<file path="src/rtl/id_hazard_scoreboard.sv">
// ID-stage hazard scoreboard: tracks EX/MEM/WB destinations and drives stall, WB bypass and EX forward selects.
// Optional feature macro: SB_FWD_EN (full forwarding/bypass); undefined = stall until the producer retires.
module id_hazard_scoreboard #(
  parameter int CNT_W = 32
) (
  input  logic             i_clk,
  input  logic             i_rst_n,
  input  logic             i_id_vld,
  input  logic [4:0]       i_id_rs1,
  input  logic [4:0]       i_id_rs2,
  input  logic             i_id_is_rs1,
  input  logic             i_id_is_rs2,
  input  logic [4:0]       i_id_rd,
  input  logic             i_id_rd_wren,
  input  logic             i_id_mem_rden,
  input  logic             i_flush,
  output logic             o_stall,
  output logic             o_id_byp_a,
  output logic             o_id_byp_b,
  output logic [1:0]       o_fwd_a_sel,
  output logic [1:0]       o_fwd_b_sel,
  output logic [CNT_W-1:0] o_stall_cnt
);

  typedef struct packed {
    logic       vld;
    logic       wr;
    logic [4:0] rd;
    logic       ld;
  } slot_t;

  localparam slot_t SLOT_EMPTY = '{vld: 1'b0, wr: 1'b0, rd: 5'd0, ld: 1'b0};
  localparam logic [CNT_W-1:0] CNT_MAX = {CNT_W{1'b1}};
  localparam logic [CNT_W-1:0] CNT_ONE = CNT_W'(1'b1);

  function automatic logic src_match(input logic       vld,
                                     input logic       is_rs,
                                     input logic [4:0] rs,
                                     input logic       slot_live,
                                     input logic [4:0] slot_rd);
    return vld && is_rs && (rs != 5'd0) && slot_live && (slot_rd == rs);
  endfunction

  slot_t            e_slot_r;
  slot_t            m_slot_r;
  slot_t            w_slot_r;
  slot_t            entry_s;
  logic             a_e_s, a_m_s, a_w_s;
  logic             b_e_s, b_m_s, b_w_s;
  logic             stall_s;
  logic             bubble_s;
  logic [CNT_W-1:0] stall_cnt_r;
  logic             w_ld_unused_s;

  assign a_e_s = src_match(i_id_vld, i_id_is_rs1, i_id_rs1, e_slot_r.vld && e_slot_r.wr, e_slot_r.rd);
  assign a_m_s = src_match(i_id_vld, i_id_is_rs1, i_id_rs1, m_slot_r.vld && m_slot_r.wr, m_slot_r.rd);
  assign a_w_s = src_match(i_id_vld, i_id_is_rs1, i_id_rs1, w_slot_r.vld && w_slot_r.wr, w_slot_r.rd);
  assign b_e_s = src_match(i_id_vld, i_id_is_rs2, i_id_rs2, e_slot_r.vld && e_slot_r.wr, e_slot_r.rd);
  assign b_m_s = src_match(i_id_vld, i_id_is_rs2, i_id_rs2, m_slot_r.vld && m_slot_r.wr, m_slot_r.rd);
  assign b_w_s = src_match(i_id_vld, i_id_is_rs2, i_id_rs2, w_slot_r.vld && w_slot_r.wr, w_slot_r.rd);

  // The load flag has no consumer once the producer reaches WB.
  assign w_ld_unused_s = w_slot_r.ld;

`ifdef SB_FWD_EN
  assign stall_s    = !i_flush && (a_e_s || b_e_s) && e_slot_r.ld;
  assign o_id_byp_a = a_w_s && !a_e_s && !a_m_s;
  assign o_id_byp_b = b_w_s && !b_e_s && !b_m_s;
`else
  assign stall_s    = !i_flush && (a_e_s || a_m_s || a_w_s || b_e_s || b_m_s || b_w_s);
  assign o_id_byp_a = 1'b0;
  assign o_id_byp_b = 1'b0;
`endif

  assign o_stall  = stall_s;
  assign bubble_s = stall_s || i_flush || !i_id_vld;

  // Build the slot that enters EX on the next edge
  always_comb begin
    entry_s = SLOT_EMPTY;
    if (bubble_s) begin
      entry_s = SLOT_EMPTY;
    end else begin
      entry_s.vld = 1'b1;
      entry_s.wr  = i_id_rd_wren && (i_id_rd != 5'd0);
      entry_s.rd  = i_id_rd;
      entry_s.ld  = i_id_mem_rden;
    end
  end

  // Advance the E/M/W slot pipeline every cycle
  always_ff @(posedge i_clk or negedge i_rst_n) begin
    if (!i_rst_n) begin
      e_slot_r <= SLOT_EMPTY;
      m_slot_r <= SLOT_EMPTY;
      w_slot_r <= SLOT_EMPTY;
    end else begin
      w_slot_r <= m_slot_r;
      m_slot_r <= e_slot_r;
      e_slot_r <= entry_s;
    end
  end

`ifdef SB_FWD_EN
  function automatic logic [1:0] fwd_sel(input logic e_hit, input logic m_hit);
    logic [1:0] sel;
    if (e_hit) begin
      sel = 2'b01;
    end else if (m_hit) begin
      sel = 2'b10;
    end else begin
      sel = 2'b00;
    end
    return sel;
  endfunction

  logic [1:0] fwd_a_nxt_s;
  logic [1:0] fwd_b_nxt_s;
  logic [1:0] fwd_a_r;
  logic [1:0] fwd_b_r;

  // Resolve the EX operand sources for the instruction about to enter EX
  always_comb begin
    fwd_a_nxt_s = 2'b00;
    fwd_b_nxt_s = 2'b00;
    if (bubble_s) begin
      fwd_a_nxt_s = 2'b00;
      fwd_b_nxt_s = 2'b00;
    end else begin
      fwd_a_nxt_s = fwd_sel(a_e_s, a_m_s);
      fwd_b_nxt_s = fwd_sel(b_e_s, b_m_s);
    end
  end

  // Register the selects alongside the ID/EX pipeline register
  always_ff @(posedge i_clk or negedge i_rst_n) begin
    if (!i_rst_n) begin
      fwd_a_r <= 2'b00;
      fwd_b_r <= 2'b00;
    end else begin
      fwd_a_r <= fwd_a_nxt_s;
      fwd_b_r <= fwd_b_nxt_s;
    end
  end

  assign o_fwd_a_sel = fwd_a_r;
  assign o_fwd_b_sel = fwd_b_r;
`else
  assign o_fwd_a_sel = 2'b00;
  assign o_fwd_b_sel = 2'b00;
`endif

  // Saturating count of stall cycles for performance monitoring
  always_ff @(posedge i_clk or negedge i_rst_n) begin
    if (!i_rst_n) begin
      stall_cnt_r <= '0;
    end else if (stall_s && (stall_cnt_r != CNT_MAX)) begin
      stall_cnt_r <= stall_cnt_r + CNT_ONE;
    end else begin
      stall_cnt_r <= stall_cnt_r;
    end
  end

  assign o_stall_cnt = stall_cnt_r;

endmodule

</file>
<file path="config.mk">
export PLATFORM = sky130hd
export DESIGN_NAME = id_hazard_scoreboard
export DESIGN_NICKNAME = d
export VERILOG_FILES = /design/src/rtl/id_hazard_scoreboard.sv
export SDC_FILE = /design/constraint.sdc
export NUM_CORES = 1
export LEC_CHECK = 0
export CAP_MARGIN = 20
export CORE_MARGIN = 2
export CORE_UTILIZATION = 50
export DETAILED_ROUTE_END_ITERATION = 10
export PLACE_DENSITY = 0.9
export SYNTH_ARGS = -nofsm -noshare
export SYNTH_HDL_FRONTEND = slang
export SYNTH_SLANG_ARGS = --single-unit
</file>
<file path="constraint.sdc">
create_clock -name i_clk -period 2.81 [get_ports i_clk]
set_input_delay 0.843 -clock i_clk [delete_from_list [all_inputs] [get_ports i_clk]]
set_output_delay 0.843 -clock i_clk [all_outputs]
set_load 0.02 [all_outputs]
</file>
======== Yosys cells after proc, flatten, opt, wreduce, memory -nomap -nowiden ========
Index checks and enable logic that the tools add are counted.
operators by class
  reductions and logical operators ........ 34
  add/sub/neg operators ................... 1
  equal/unequal tests ..................... 7
  multiplexer cells ....................... 1
operators by type and width
  operator                                                          count
  32-bit by 1-bit adder with 32-bit output (second input constant)  1
  32-bit != test (second input constant)                            1
  5-bit == test                                                     6
  1-bit logical AND                                                 22
  5-bit nonzero test                                                3
  8-bit 2-to-1 mux                                                  1
  1-bit logical OR                                                  7
  1-bit logical NOT                                                 2
word-level totals
  output and inout port bits .............. 39
  register bits ........................... 53
  word-level logic and storage cells ...... 53
  bits of input ports ..................... 23

======== Depth between registers and ports, before layout ========
  word-level depth ........................ 13
  mapped depth ............................ 9
  gate-level depth less buffers ........... 8

======== Worst setup path after synthesis ========
OpenSTA, ideal clock, no wires.
  path kind ............................... input to output
  start ................................... in i_id_rs1[3]
  end ..................................... out o_stall
  path buffers ............................ 0
  cell stages on the path ................. 6
  arrival time ............................ 2.045 ns
  path slack .............................. -0.078 ns
  required time ........................... 1.967 ns
  cells stage by stage .................... xor2_1 > nor4_1 > nand4_1 > a31oi_4 > nor2_1 > nor2_1
between the ends
  longest elaborated chain between the ends .. 10
  elaborated cells on any way between the ends .. 17
  those cells by class .................... 3 x eq/ne; 14 x reduce/logical
ends and longest elaborated chain
  what                             RTL line  source
  start, declared                  9         input logic [4:0] i_id_rs1,
  5-bit nonzero test               41        return vld && is_rs && (rs != 5'd0) && slot_live && (slot_rd == rs);
  1-bit logical AND (3 in a row)   41
  1-bit logical OR                 70        assign stall_s = !i_flush && (a_e_s || a_m_s || a_w_s || b_e_s || b_m_s || b_w_s);
  1-bit logical OR * (4 in a row)  70
  1-bit logical AND *              70
  end, declared                    17        output logic o_stall,
Mark *: on every way between the ends. The rest lies on a longest branch, timed or not.

======== Worst setup path after layout ========
  start ................................... in i_id_rs1[1]
  end ..................................... out o_stall
The elaborated chain is that of the path after synthesis.

==> flow_results.xml <==
<?xml version="1.0" encoding="UTF-8"?>
<metrics>
  <group name="status">
    <metric name="outcome" unit="">finished with violations</metric>
    <metric name="failed_checks" unit="">negative setup slack</metric>
  </group>
  <group name="clock_tree">
    <metric name="ctsHtreeMaxLevel" unit="">2</metric>
    <metric name="tritoncts" unit="">built</metric>
    <metric name="worstSkewPairLatency" unit="ps">310</metric>
    <metric name="total_clock_buffers_created_by_cts" unit="">5</metric>
    <metric name="worst_setup_hold_path_clk_slew" unit="ps">90</metric>
    <metric name="clockRootBuffer" unit="">clkbuf_8</metric>
    <metric name="cts_hold_buffers" unit="">0</metric>
    <metric name="clock-sinks" unit="">53</metric>
    <metric name="clockBufferDepth" unit="">2</metric>
  </group>
  <group name="logic_synthesis">
    <metric name="synth.yosys.warnings" unit="">0</metric>
    <metric name="synth_compound_gate_area_share" unit="%">3.38</metric>
    <metric name="seq_area_frac_synth" unit="%">50.4</metric>
    <metric name="synth_top_family_by_area" unit="">simple AND/OR/NAND/NOR gates</metric>
    <metric name="ys_seq_elements" unit="">53</metric>
    <metric name="yosys.area_share.adder" unit="%">0.476</metric>
    <metric name="post_synth_mux_area_share" unit="%">0.856</metric>
    <metric name="synth_simple_gate_area_share" unit="%">21.3</metric>
    <metric name="synthDistinctLibCells" unit="">35</metric>
    <metric name="synthesis.area_per_instance" unit="µm²">11.4</metric>
    <metric name="synthesis.instances" unit="">231</metric>
    <metric name="asyncSetResetFlopFracSynth" unit="%">100</metric>
    <metric name="synth_enable_flop_cells" unit="">0</metric>
    <metric name="area_of_the_mapped_netlist" unit="µm²">2630</metric>
    <metric name="yosys.area_share.xor_xnor" unit="%">20.0</metric>
    <metric name="yosys_most_used_dff" unit="">dfrtp_1</metric>
  </group>
  <group name="timing">
    <metric name="final_hold_viol_count" unit="">0</metric>
    <metric name="finalSetupViolations" unit="">1</metric>
    <metric name="timing.fmax" unit="MHz">323</metric>
    <metric name="fin_skew" unit="ps">8.36</metric>
    <metric name="layout_min_cycle_time" unit="ps">3090</metric>
    <metric name="rsz0062_at_grt" unit="">true</metric>
    <metric name="fin_crit_sh" unit="%">110</metric>
    <metric name="slew_violations" unit="">0</metric>
    <metric name="setup_tns" unit="ps">-282</metric>
    <metric name="timing.hold.ws" unit="ps">421</metric>
    <metric name="post-route-worst-setup-slack" unit="ps">-282</metric>
  </group>
  <group name="cells_and_area">
    <metric name="stdcell_area" unit="µm²">3580</metric>
    <metric name="n_fill_cell" unit="">352</metric>
    <metric name="num-nets-final" unit="">334</metric>
    <metric name="antenna_cells_inserted" unit="">0</metric>
    <metric name="layout-area-overhead-vs-synth" unit="%">35.9</metric>
    <metric name="post_route_cells_drive_above_1_share" unit="%">20.3</metric>
  </group>
  <group name="drt">
    <metric name="vias" unit="">2012</metric>
    <metric name="number_of_antenna_violating_nets_in_the_routed_design" unit="">0</metric>
    <metric name="drtPass1Iterations" unit="">4</metric>
    <metric name="average_wire_length_per_cell_after_detail_routing" unit="µm">15.6</metric>
    <metric name="vias_per_cell" unit="">5.29</metric>
    <metric name="drc" unit="">0</metric>
    <metric name="dr.first_iter.drc_count" unit="">93</metric>
    <metric name="detail_route.wirelength" unit="µm">5950</metric>
  </group>
  <group name="critical_path">
    <metric name="worst_setup_path_end_kind" unit="">primary output</metric>
    <metric name="arrival_worst_endpoint" unit="ps">2250</metric>
    <metric name="crit_path_start_kind" unit="">primary input</metric>
    <metric name="setup.reg_to_reg.worst_slack" unit="ps">240</metric>
    <metric name="worst_path_class_setup" unit="">in -&gt; out</metric>
    <metric name="r2r_cells" unit="">11</metric>
    <metric name="data_required_time_of_the_critical_path" unit="ps">1970</metric>
    <metric name="worstReg2RegStart" unit="">e_slot_r[1]</metric>
    <metric name="timing.rr.end" unit="">o_stall_cnt[19]</metric>
    <metric name="worst-path-max-fanout" unit="">3</metric>
  </group>
  <group name="floorplanning">
    <metric name="std_cell_rows" unit="">26</metric>
    <metric name="start_util" unit="%">51.5</metric>
    <metric name="top_level_ports" unit="">62</metric>
    <metric name="fp.coreArea" unit="µm²">5110</metric>
    <metric name="chipWidth" unit="µm">76.5</metric>
    <metric name="dieHeight" unit="µm">76.5</metric>
    <metric name="die_area" unit="µm²">5860</metric>
  </group>
  <group name="placed_design">
    <metric name="pre_cts_slack" unit="ps">-1170</metric>
    <metric name="place_area" unit="µm²">3350</metric>
    <metric name="detailedPlacementHpwl" unit="µm">4150</metric>
    <metric name="gp_routability_congestion" unit="">0.910</metric>
    <metric name="port-buffer-count" unit="">54</metric>
  </group>
  <group name="grt">
    <metric name="grt_start_max_net_pins" unit="">54</metric>
    <metric name="grt_pass1_wl" unit="µm">9610</metric>
    <metric name="via_count_of_the_first_global_routing_pass" unit="">1993</metric>
    <metric name="number_of_antenna_violations_at_the_first_check_in_global_routing" unit="">0</metric>
    <metric name="global_router_s_overall_resource_usage" unit="%">20.8</metric>
    <metric name="grt-ovfl-total" unit="">0</metric>
  </group>
  <group name="min_path">
    <metric name="whs_path_depth" unit="">0</metric>
    <metric name="worstHoldEndpoint" unit="">m_slot_r[7]</metric>
    <metric name="holdCritStartpoint" unit="">e_slot_r[7]</metric>
    <metric name="kind_of_path_behind_the_tightest_hold_check" unit="">reg -&gt; reg</metric>
  </group>
  <group name="run">
    <metric name="max_cap_viol_count" unit="">0</metric>
  </group>
  <group name="power_and_ir_drop">
    <metric name="leakage_dissipation" unit="nW">1.69</metric>
    <metric name="power_density" unit="nW/µm²">399</metric>
    <metric name="irDropWorstVdd" unit="V">0.000315</metric>
  </group>
</metrics>
[cells by family (layout without fill, tap and decap cells)]
family,Yosys count,after routing
simple gates,92,92
buf+inv,14,88
fa+ha+maj,1,1
other cells,1,6
flops,53,53
mux,2,2
xor+xnor,60,60
compound gates,8,8
[state kept, by name, summed over array words and instances, names as in the netlist]
name / cells
m_slot_r: 7
o_stall_cnt: 32
w_slot_r: 7
e_slot_r: 7
[power by group]
part	internal, mW	switching, mW	total [mW]
clock	0.264	0.246	0.510
sequential	0.775	0.0139	0.789
combinational	0.0631	0.0664	0.129
[synth_stat cells, drive strengths merged, types with 2 or more instances]
master / n / area (µm²)
nor2: 19 / 71.3
and4: 3 / 31.3
nand2b: 2 / 12.5
nor3: 14 / 90.1
a31oi: 2 / 42.5
nor4: 8 / 80.1
mux2: 2 / 22.5
o211ai: 3 / 22.5
inv: 5 / 18.8
nand3: 12 / 60.1
nand2: 11 / 41.3
and2: 6 / 37.5
xnor2: 11 / 96.3
or4: 2 / 15.0
xor2: 49 / 429
buf: 9 / 72.6
dfrtp: 53 / 1330
nand4: 10 / 62.6
[cells in the final DEF (no fill, tap or decap), types with 6 or more instances in the layout]
cell type         n
and2_1            6
buf_2             7
nor2_1           17
xor2_1           47
buf_4            17
nand2_1          11
xnor2_1          11
conb_1            6
nor3_1            9
nand3_1          12
dfrtp_1          53
clkdlybuf4s50_1  42
nand4_1          10
[metrics by stage]
stage                     util (%)  power [mW]  instances
after floorplan                  -       0.851        236
after global placement        65.6       0.922        366
after detailed placement      65.6       0.926        366
after CTS                     67.9        1.43        376
after global routing          70.0        1.48        380
final                         70.0        1.43        380
[what timing repair did]
item                                    CTS  global route
resized for setup                        49            13
gates cloned                              0             2
pin swaps                                13            14
endpoints found under the setup margin   30             6
endpoints found under the hold margin     0             0
buffers inserted                          3             2
[worst max path at each step]
stage                         end        start  depth (start not counted)
final                     o_stall  i_id_rs1[1]                          9
after global routing      o_stall  i_id_rs1[1]                          9
after CTS                 o_stall  i_id_rs1[1]                          9
after detailed placement  o_stall  i_id_rs2[4]                          8
after global placement    o_stall  i_id_rs2[0]                          8
after floorplan           o_stall  i_id_rs2[1]                          5
[worst max-delay path, stage by stage]
cell and delay, ps:
buf_8 100, buf_4 130, xor2_1 160, nor4_1 330, nand4_1 200, a31oi_4 210, nor2_4 60, nor2_4 100
buf_6 120
[per-layer routing]
metal,up-vias,GRT usage (%),wire length [µm]
li1,937,-,-
met1,986,25.5,2550
met2,67,35.2,2970
met3,22,3.79,240
met4,0,10.2,183
met5,-,0,0
[layout make-up]
class                   instances  area [µm²]  area share [%]
repair buffers                 76         748            20.9
inverters                       5        18.8           0.525
clock inverters                 2        38.8            1.08
clock buffers                   5        68.8            1.92
multi-input cells             169        1290            36.0
flip-flops and latches         53        1330            37.1
well taps                      70        87.6            2.45
Power figures use the tool's default switching activity.
